==> src/rtl/dmem_pkg.sv <==
`default_nettype none
// ============================================================================
// Module   : dmem_pkg
// Purpose  : Shared definitions for the data-memory load/store stage:
//            data word width, wait-state counter width and FSM encoding.
// Revision : 1.0  initial release
// ============================================================================
package dmem_pkg;

  localparam int DMEM_WORD_W = 16;
  localparam int DMEM_CNT_W  = 4;

  typedef enum logic [1:0] {
    ST_IDLE   = 2'd0,
    ST_WAIT   = 2'd1,
    ST_ACCESS = 2'd2,
    ST_DONE   = 2'd3
  } dmem_state_t;

endpackage
`default_nettype wire

==> src/rtl/dmem_array.sv <==
`default_nettype none
// ============================================================================
// Module   : dmem_array
// Purpose  : DEPTH x 16-bit storage, synchronous write, registered read.
//            When read and write are enabled on the same edge, the read
//            register captures the old word and the new word is stored.
// Ports    : clk      in   clock
//            rst      in   synchronous active-high reset (read register only)
//            i_we     in   write enable
//            i_re     in   read enable
//            i_idx    in   word index
//            i_wdata  in   write data
//            o_rdata  out  read register, held until the next read
// Revision : 1.0  initial release
// ============================================================================
module dmem_array
  import dmem_pkg::*;
#(
  parameter int DEPTH = 256,
  parameter int AW    = 8
) (
  input  logic                   clk,
  input  logic                   rst,
  input  logic                   i_we,
  input  logic                   i_re,
  input  logic [AW-1:0]          i_idx,
  input  logic [DMEM_WORD_W-1:0] i_wdata,
  output logic [DMEM_WORD_W-1:0] o_rdata
);

  logic [DMEM_WORD_W-1:0] r_mem [DEPTH];
  logic [DMEM_WORD_W-1:0] r_rdata;

  // Contents are deliberately not reset.
  always_ff @(posedge clk) begin
    if (i_we) begin
      r_mem[i_idx] <= i_wdata;
    end
  end

  // Non-blocking semantics give read-before-write on a shared edge.
  always_ff @(posedge clk) begin
    if (rst) begin
      r_rdata <= '0;
    end else if (i_re) begin
      r_rdata <= r_mem[i_idx];
    end
  end

  assign o_rdata = r_rdata;

endmodule
`default_nettype wire

==> src/rtl/data_mem_unit.sv <==
`default_nettype none
// ============================================================================
// Module   : data_mem_unit
// Purpose  : LW/SW load/store stage with a wait-state FSM that stalls the CPU
//            while an access is in flight. Word index = addr[AW:1].
// Ports    : clock      in   system clock
//            reset      in   synchronous active-high reset
//            mem_read   in   LW request
//            mem_write  in   SW request
//            addr       in   byte address
//            wdata      in   store data
//            rdata      out  load data, valid with done, held until next LW
//            stall      out  hold PC / suppress RegWrite
//            done       out  one-cycle completion pulse
//            misalign   out  odd-address flag with done (macro build only)
// Macro    : DMEM_MISALIGN_CHECK_EN enables odd-address detection; the
//            write is suppressed, rdata reads 0 and misalign pulses.
// Revision : 1.0  initial release
// ============================================================================
module data_mem_unit
  import dmem_pkg::*;
#(
  parameter int DEPTH       = 256,
  parameter int AW          = 8,
  parameter int WAIT_CYCLES = 2
) (
  input  logic                   clock,
  input  logic                   reset,
  input  logic                   mem_read,
  input  logic                   mem_write,
  input  logic [DMEM_WORD_W-1:0] addr,
  input  logic [DMEM_WORD_W-1:0] wdata,
  output logic [DMEM_WORD_W-1:0] rdata,
  output logic                   stall,
  output logic                   done
`ifdef DMEM_MISALIGN_CHECK_EN
  ,
  output logic                   misalign
`endif
);

  // The IDLE cycle that samples the request already counts as the first
  // wait state, so the WAIT phase lasts WAIT_CYCLES-1 cycles. With zero
  // wait states the array access happens at the sampling edge itself,
  // giving done exactly WAIT_CYCLES+1 cycles after the request.
  localparam logic [DMEM_CNT_W-1:0] c_CNT_LOAD =
    (WAIT_CYCLES > 0) ? DMEM_CNT_W'(WAIT_CYCLES - 1) : '0;
  localparam logic [DMEM_CNT_W-1:0] c_CNT_ONE = DMEM_CNT_W'(1);

  dmem_state_t            r_state, w_state_nxt;
  logic [DMEM_CNT_W-1:0]  r_cnt, w_cnt_nxt;
  logic                   r_op_rd, r_op_wr, w_op_rd_nxt, w_op_wr_nxt;
  logic                   w_req;
  logic                   w_acc_en, w_acc_rd, w_acc_wr;
  logic                   w_odd;
  logic                   w_we, w_re;
  logic [DMEM_WORD_W-1:0] w_arr_rdata;
  logic                   w_unused;

  assign w_req = mem_read | mem_write;

  always_comb begin
    w_state_nxt = r_state;
    w_cnt_nxt   = r_cnt;
    w_op_rd_nxt = r_op_rd;
    w_op_wr_nxt = r_op_wr;
    stall       = 1'b0;
    done        = 1'b0;
    w_acc_en    = 1'b0;
    w_acc_rd    = 1'b0;
    w_acc_wr    = 1'b0;
    case (r_state)
      ST_IDLE: begin
        stall = w_req;
        if (w_req) begin
          // Latch the operation so an access already started completes
          // even if the request drops mid-operation.
          w_op_rd_nxt = mem_read;
          w_op_wr_nxt = mem_write;
          w_cnt_nxt   = c_CNT_LOAD;
          if (WAIT_CYCLES == 0) begin
            w_acc_en    = 1'b1;
            w_acc_rd    = mem_read;
            w_acc_wr    = mem_write;
            w_state_nxt = ST_DONE;
          end else if (WAIT_CYCLES == 1) begin
            w_state_nxt = ST_ACCESS;
          end else begin
            w_state_nxt = ST_WAIT;
          end
        end
      end
      ST_WAIT: begin
        stall     = 1'b1;
        w_cnt_nxt = r_cnt - c_CNT_ONE;
        if (r_cnt == c_CNT_ONE) begin
          w_state_nxt = ST_ACCESS;
        end
      end
      ST_ACCESS: begin
        stall       = 1'b1;
        w_acc_en    = 1'b1;
        w_acc_rd    = r_op_rd;
        w_acc_wr    = r_op_wr;
        w_state_nxt = ST_DONE;
      end
      ST_DONE: begin
        // Requests seen here are ignored; IDLE re-samples them next cycle.
        done        = 1'b1;
        w_state_nxt = ST_IDLE;
      end
      default: begin
        w_state_nxt = ST_IDLE;
      end
    endcase
  end

  always_ff @(posedge clock) begin
    if (reset) begin
      r_state <= ST_IDLE;
      r_cnt   <= '0;
      r_op_rd <= 1'b0;
      r_op_wr <= 1'b0;
    end else begin
      r_state <= w_state_nxt;
      r_cnt   <= w_cnt_nxt;
      r_op_rd <= w_op_rd_nxt;
      r_op_wr <= w_op_wr_nxt;
    end
  end

  assign w_we = w_acc_wr & ~w_odd;
  assign w_re = w_acc_rd & ~w_odd;

  dmem_array #(
    .DEPTH (DEPTH),
    .AW    (AW)
  ) u_array (
    .clk     (clock),
    .rst     (reset),
    .i_we    (w_we),
    .i_re    (w_re),
    .i_idx   (addr[AW:1]),
    .i_wdata (wdata),
    .o_rdata (w_arr_rdata)
  );

`ifdef DMEM_MISALIGN_CHECK_EN
  logic r_mis;
  logic r_zero;

  assign w_odd = addr[0];

  // r_zero forces rdata to 0 after a misaligned access until the next
  // aligned load refreshes the array read register.
  always_ff @(posedge clock) begin
    if (reset) begin
      r_mis  <= 1'b0;
      r_zero <= 1'b0;
    end else if (w_acc_en) begin
      r_mis <= addr[0];
      if (addr[0]) begin
        r_zero <= 1'b1;
      end else if (w_re) begin
        r_zero <= 1'b0;
      end
    end
  end

  assign rdata    = r_zero ? '0 : w_arr_rdata;
  assign misalign = done & r_mis;
`else
  assign w_odd = 1'b0;
  assign rdata = w_arr_rdata;
`endif

  // Upper address bits wrap by design; addr[0] is ignored in the base build.
  assign w_unused = &{1'b0, addr[DMEM_WORD_W-1:AW+1], addr[0]};

endmodule
`default_nettype wire

==> config.mk <==
export PLATFORM = sky130hd
export DESIGN_NAME = data_mem_unit
export DESIGN_NICKNAME = d
export VERILOG_FILES = /design/src/rtl/dmem_pkg.sv /design/src/rtl/dmem_array.sv /design/src/rtl/data_mem_unit.sv
export SDC_FILE = /design/constraint.sdc
export NUM_CORES = 2
export LEC_CHECK = 0
export CORE_MARGIN = 2
export CORE_UTILIZATION = 50
export DETAILED_ROUTE_END_ITERATION = 16
export HOLD_SLACK_MARGIN = 0.08
export PLACE_DENSITY = 0.66
export SLEW_MARGIN = 10
export SYNTH_ARGS = -nofsm -noshare
export SYNTH_HDL_FRONTEND = slang
export SYNTH_HIERARCHICAL = 1
export SYNTH_SLANG_ARGS = --single-unit
==> constraint.sdc <==
create_clock -name clock -period 6.6 [get_ports clock]
set_clock_uncertainty 0.1 [all_clocks]
set_input_delay 0.66 -clock clock [delete_from_list [all_inputs] [get_ports clock]]
set_output_delay 0.66 -clock clock [all_outputs]
set_load 0.01 [all_outputs]
# == After elaboration in Yosys (flattened, before gate mapping) ==
# Memory sizes are Yosys's and may differ from the RTL's. A register that Yosys moved wholly into a read port is not among the register bits.
# Index checks and enable logic that the tools add are counted.
# classes
addsub,1
eq_ne,6
muxes,11
bitwise_logic,1
n_reduce_logical,6
# ops
cell,n
case mux 2 bit (4 select lines),1
case mux 4 bit (2 select lines),1
AND reduction 2 bit,3
two-way mux 1 bit,5
"== test 2 bit, second input constant",2
"== test 4 x 1 -> 1 bit, second input constant",1
two-way mux 2 bit,2
two-way mux 4 bit,1
"!= test 2 bit, second input constant",2
"subtractor 4 x 1 -> 4 bit, second input constant",1
"== test 2 x 1 -> 1 bit, second input constant",1
zero test 2 bit,1
case mux 1 bit (2 select lines),1
nonzero test 2 bit,1
OR reduction 2 bit,1
OR 1 bit,1
# totals
reg_bits,8
ramBits,4096
inputBits,36
output_inout_bits,18
elab_cells,30
memories,1
# memory_table
memory,depth,width,rd,rd_ports_with_merged_regs,wr,line,rtl
u_array.r_mem,256,16,1,1,1,dmem_array.sv:31,logic [DMEM_WORD_W-1:0] r_mem [DEPTH];

# == Logic depth before layout (Yosys ltp) ==
# depth
depth_word,4
mapped_depth,14
mapped_depth_nobuf,10

# == By module ==
# Netlist, hierarchy kept.
# modules_own_cells
mod,instances,cells_per_inst,area_per_inst_um2,seq_area_each_um2
dmem_array,1,7039,156771.6,123318.3
data_mem_unit,1,58,485.5,160.2

# == Least setup slack after synthesis ==
# OpenSTA, ideal clock, no wires.
# synth_timing
kind,input to register
startpoint,in addr[2]
endpoint,mem u_array.r_mem[147][0] (enable)
setup_time_ps,409
arrival_time_ps,3439
required_time_ps,6091
slack_ps,2651
stages,9
path_buffers,7
cell_sequence,buf_4 -> buf_4 -> buf_2 -> buf_2 -> clkbuf_1 -> clkbuf_1 -> nand2_1 -> clkbuf_1 -> nor3_1
# synth_rtl
item,line,rtl
start: declaration,data_mem_unit.sv:31,"input logic [DMEM_WORD_W-1:0] addr,"
end: declaration,dmem_array.sv:31,
# Straight into the memory's write port.

# == Final worst setup path ==
# layout_timing
startpoint,reg r_state[0]
endpoint,mem u_array.r_mem[31][9] (enable)
# layout_between
elab_chain_cells,4
# layout_lines
item,line,rtl
start: declaration,data_mem_unit.sv:50,"dmem_state_t r_state, w_state_nxt;"
start signal: assignment,data_mem_unit.sv:125,r_state <= w_state_nxt;
== test 2 bit,-,
two-way mux 1 bit,data_mem_unit.sv:72,case (r_state)
net w_acc_wr,data_mem_unit.sv:54,"logic w_acc_en, w_acc_rd, w_acc_wr;"
two-way mux 1 bit,dmem_array.sv:36,if (i_we) begin
two-way mux 1 bit (implied by the code),dmem_array.sv:37,r_mem[i_idx] <= i_wdata;
# The timed path passes the listed nets, and every way through them passes these cells.

==> metrics.md <==
| Metric | Value |
|---|---|
| GRT met2 Usage | `40.3%` |
| Pwr/cell area | `305 nW/um^2` |
| Post-CTS setup buffers | `0` |
| Synth async-reset ratio | `0%` |
| Net Sw Frac | `about 21%` |
| Routed Antenna Nets | `0` |
| Vias in the first global route | `approximately 77k` |
| DR DRC count | `0` |
| Top cell type's share of synthesized area | `about four fifths` |
| Mapped Cells | `a little over 7k` |
| Drt total wl | `419000 um` |
| Synth top area cells | `edfxtp_1 78%, mux4_2 13%, mux2i_1 1.3%, o22ai_1 0.95%, nor2_1 0.73%` |
| I/O pin total | `54` |
| CP endpoint kind | `register` |
| Min-Delay Path Class | `in2reg` |
| Longest Clk Path Bufs | `4` |
| Max VDD drop | `0.234 mV` |
| H-tree levels | `5` |
| Relative slew slack | `between 10% and 20%` |
| Die ar. | `roughly 320000 um^2` |
| Global routing usage on met1 | `36.9%` |
| Fmax | `approximately 220 MHz` |
| Sequential Power Share | `between 50% and 60%` |
| Internal power | `approximately 43000 uW` |
| Initial DRC Count | `between 10k and 15k` |
| Ys flop type | `edfxtp_1` |
| Initial antenna violation count | `23` |
| RSZ-0062 raised after global routing | `false` |
| Post-Synthesis Cell Area | `around 160000 um^2` |
| Net Sw Power | `roughly 12000 uW` |
| Largest net degree at the start of global routing | `between 150 and 200` |
| Max-Cap Viols | `0` |
| Sequential area share after synthesis | `around 79%` |
| Period utilization | `67.9%` |
| Core footprint | `312000 um^2` |
| Die H | `565 um` |
| Gate power share | `under 10%` |
| GR Overflow Total | `0` |
| Syn. warnings | `6` |
| Root Driver | `clkbuf_16` |
| Fin Setup TNS | `0 ns` |
| Final #Nets | `~7.6k` |
| Drt via density | `between 6 and 7` |
| Site Rows | `slightly above 200` |
| Clock group share of total power | `41.9%` |
| Leading area contributor after synthesis | `edfxtp_1` |
| Pins over their slew limit | `0` |
| Worst path required time | `7.15 ns` |
| Via count | `roughly 79k` |
| Worst Setup Slack, final | `between 2 and 2.5 ns` |
| Kind of critical path | `reg2reg` |
| Commonest cells post-synth | `4096 x edfxtp_1, 934 x mux4_2, 305 x nor2_1` |
| Post-Route Utilization | `roughly 57%` |
| Layout cells sized above 1 | `26.4%` |
| Yosys reg bits | `4120` |
| Top-count cell post-synth | `edfxtp_1` |
| Clock sink count | `between 4k and 5k` |
| CTS clock-pin slew for the worst setup and hold paths | `0.06 ns` |
| Initial Utilization | `about half` |
| Syn nets | `approximately 7k` |
| Final hold violations | `0` |
| Detailed Place HPWL | `roughly 250000 um` |
| Setup crit start kind | `register` |
| GRT Util Overall | `a little over a quarter` |
| TritonCTS clock tree | `yes` |
| Num CTS Buffers | `405` |
| WP data arrival | `5.03 ns` |
| Met3 Use GR | `approximately 5.8%` |
| Mean Syn Cell Area | `about 22 um^2` |
| Run status | `finished, final reports clean` |
| First-pass GRT wire length | `about 590000 um` |
| Area Overhead vs Synth | `13.1%` |
| Dpl ws | `approximately 1.3 ns` |
| I/O Buffers | `45` |
| Worst slew pin tran | `between 1 and 1.5 ns` |
| Final setup viols | `0` |
| Post-route minimum period | `roughly 4.5 ns` |
| Die W | `between 500 and 600 um` |
| GPL Wtd Cong | `~0.85` |
| DRT Pass-1 Iters | `6` |
| Routed len/inst | `roughly 35 um` |
| Worst-Skew Late Latency | `0.98 ns` |
| Critical path fanouts, max | `12` |
| Leakage power | `around 0.055 uW` |
| GR peak layer | `met2` |
| Post-synthesis cell type count | `71` |
| Post-synth EDFFs | `just over 4k` |
==> layer usage <==
metal	routed length, um	up-vias
li1	-	31200
met1	159000	42100
met2	197000	4760
met3	46800	712
met4	17000	8
met5	51	-
==> power groups by stage <==
stage / logic [uW] / clock network, uW / registers (uW)
after detailed placement: 2630 / 0 / 29400
after floorplan: 1340 / 0 / 29400
after CTS: 2640 / 23000 / 28900
final: 2650 / 22700 / 28900
after global placement: 2580 / 0 / 29400
after global routing: 2760 / 24000 / 28900
==> worst paths after layout <==
check / start / endpoint / slack (ns) / depth (start not counted)
setup / recovery: r_state[0] / u_array/r_mem[31][9] / 2.12 / 7
hold / removal: wdata[11] / u_array/r_mem[76][11] / 0.06 / 1
setup reg to reg: r_state[0] / u_array/r_mem[31][9] / 2.12 / 7
hold reg to reg: r_op_wr / r_op_wr / 0.36 / 2
==> placed cells by master, fill, tap and decap left out, types with 47 or more instances in the layout <==
master	instances
mux2i_1	211
clkbuf_16	406
clkinv_1	98
o22ai_1	239
buf_4	399
a22oi_1	108
clkbuf_1	81
edfxtp_1	4096
mux4_2	934
nand2_1	136
nor2_1	265
o21ai_0	51
nor3_2	47
clkinv_2	70
==> cell families after synthesis <==
kind of cell / share of synthesized area [%]
AND/OR/NAND/NOR: 2.13
flip-flops: 78.5
buffers and inverters: 1.52
adder cells (fa/ha/maj): 0.0477
AO/OA/AOI/OAI: 2.99
multiplexers: 14.8
==> sequential cells by signal, summed over array words and instances, names as in the netlist <==
register and cells:
u_array/r_mem 4096, r_op_wr 1, u_array/o_rdata 16, r_cnt 4, r_state 2, r_op_rd 1
==> worst max-delay path: stages, from the launching register on <==
cell	delay (ns)
dfxtp_1	0.34
inv_1	0.09
ha_1	0.22
and2_1	0.84
nand3_1	1.13
buf_4	0.61
nor2_1	0.48
buf_4	0.34
==> final cells by class <==
class	instances	area, um^2
Tap cell	4140	5180
Inverter	11	43.8
Antenna cell	9	22.5
Fill cell	22500	135000
Multi-Input combinational cell	2551	31800
Sequential cell	4120	123000
Clock buffer	487	10500
Timing Repair Buffer	481	4250
Clock inverter	246	2620
==> metrics by stage <==
stage | hold WS, ns | total power [uW] | instances | area, um^2
global route | 0.0842 | 55600 | 12000 | 178000
floorplan | 0.326 | 30700 | 7097 | 157000
CTS | 0.0959 | 54500 | 12000 | 178000
detailed placement | 0.348 | 32000 | 11300 | 165000
global placement | 0.360 | 32000 | 11300 | 165000
finish | 0.0613 | 54200 | 12000 | 178000
==> repair_timing <==
action                    in CTS  in global routing
hold buffers                   4                  0
gates resized for setup        0                  0
hold endpoints to repair      73                  0
No activity file was read; power rests on OpenSTA's default activity.
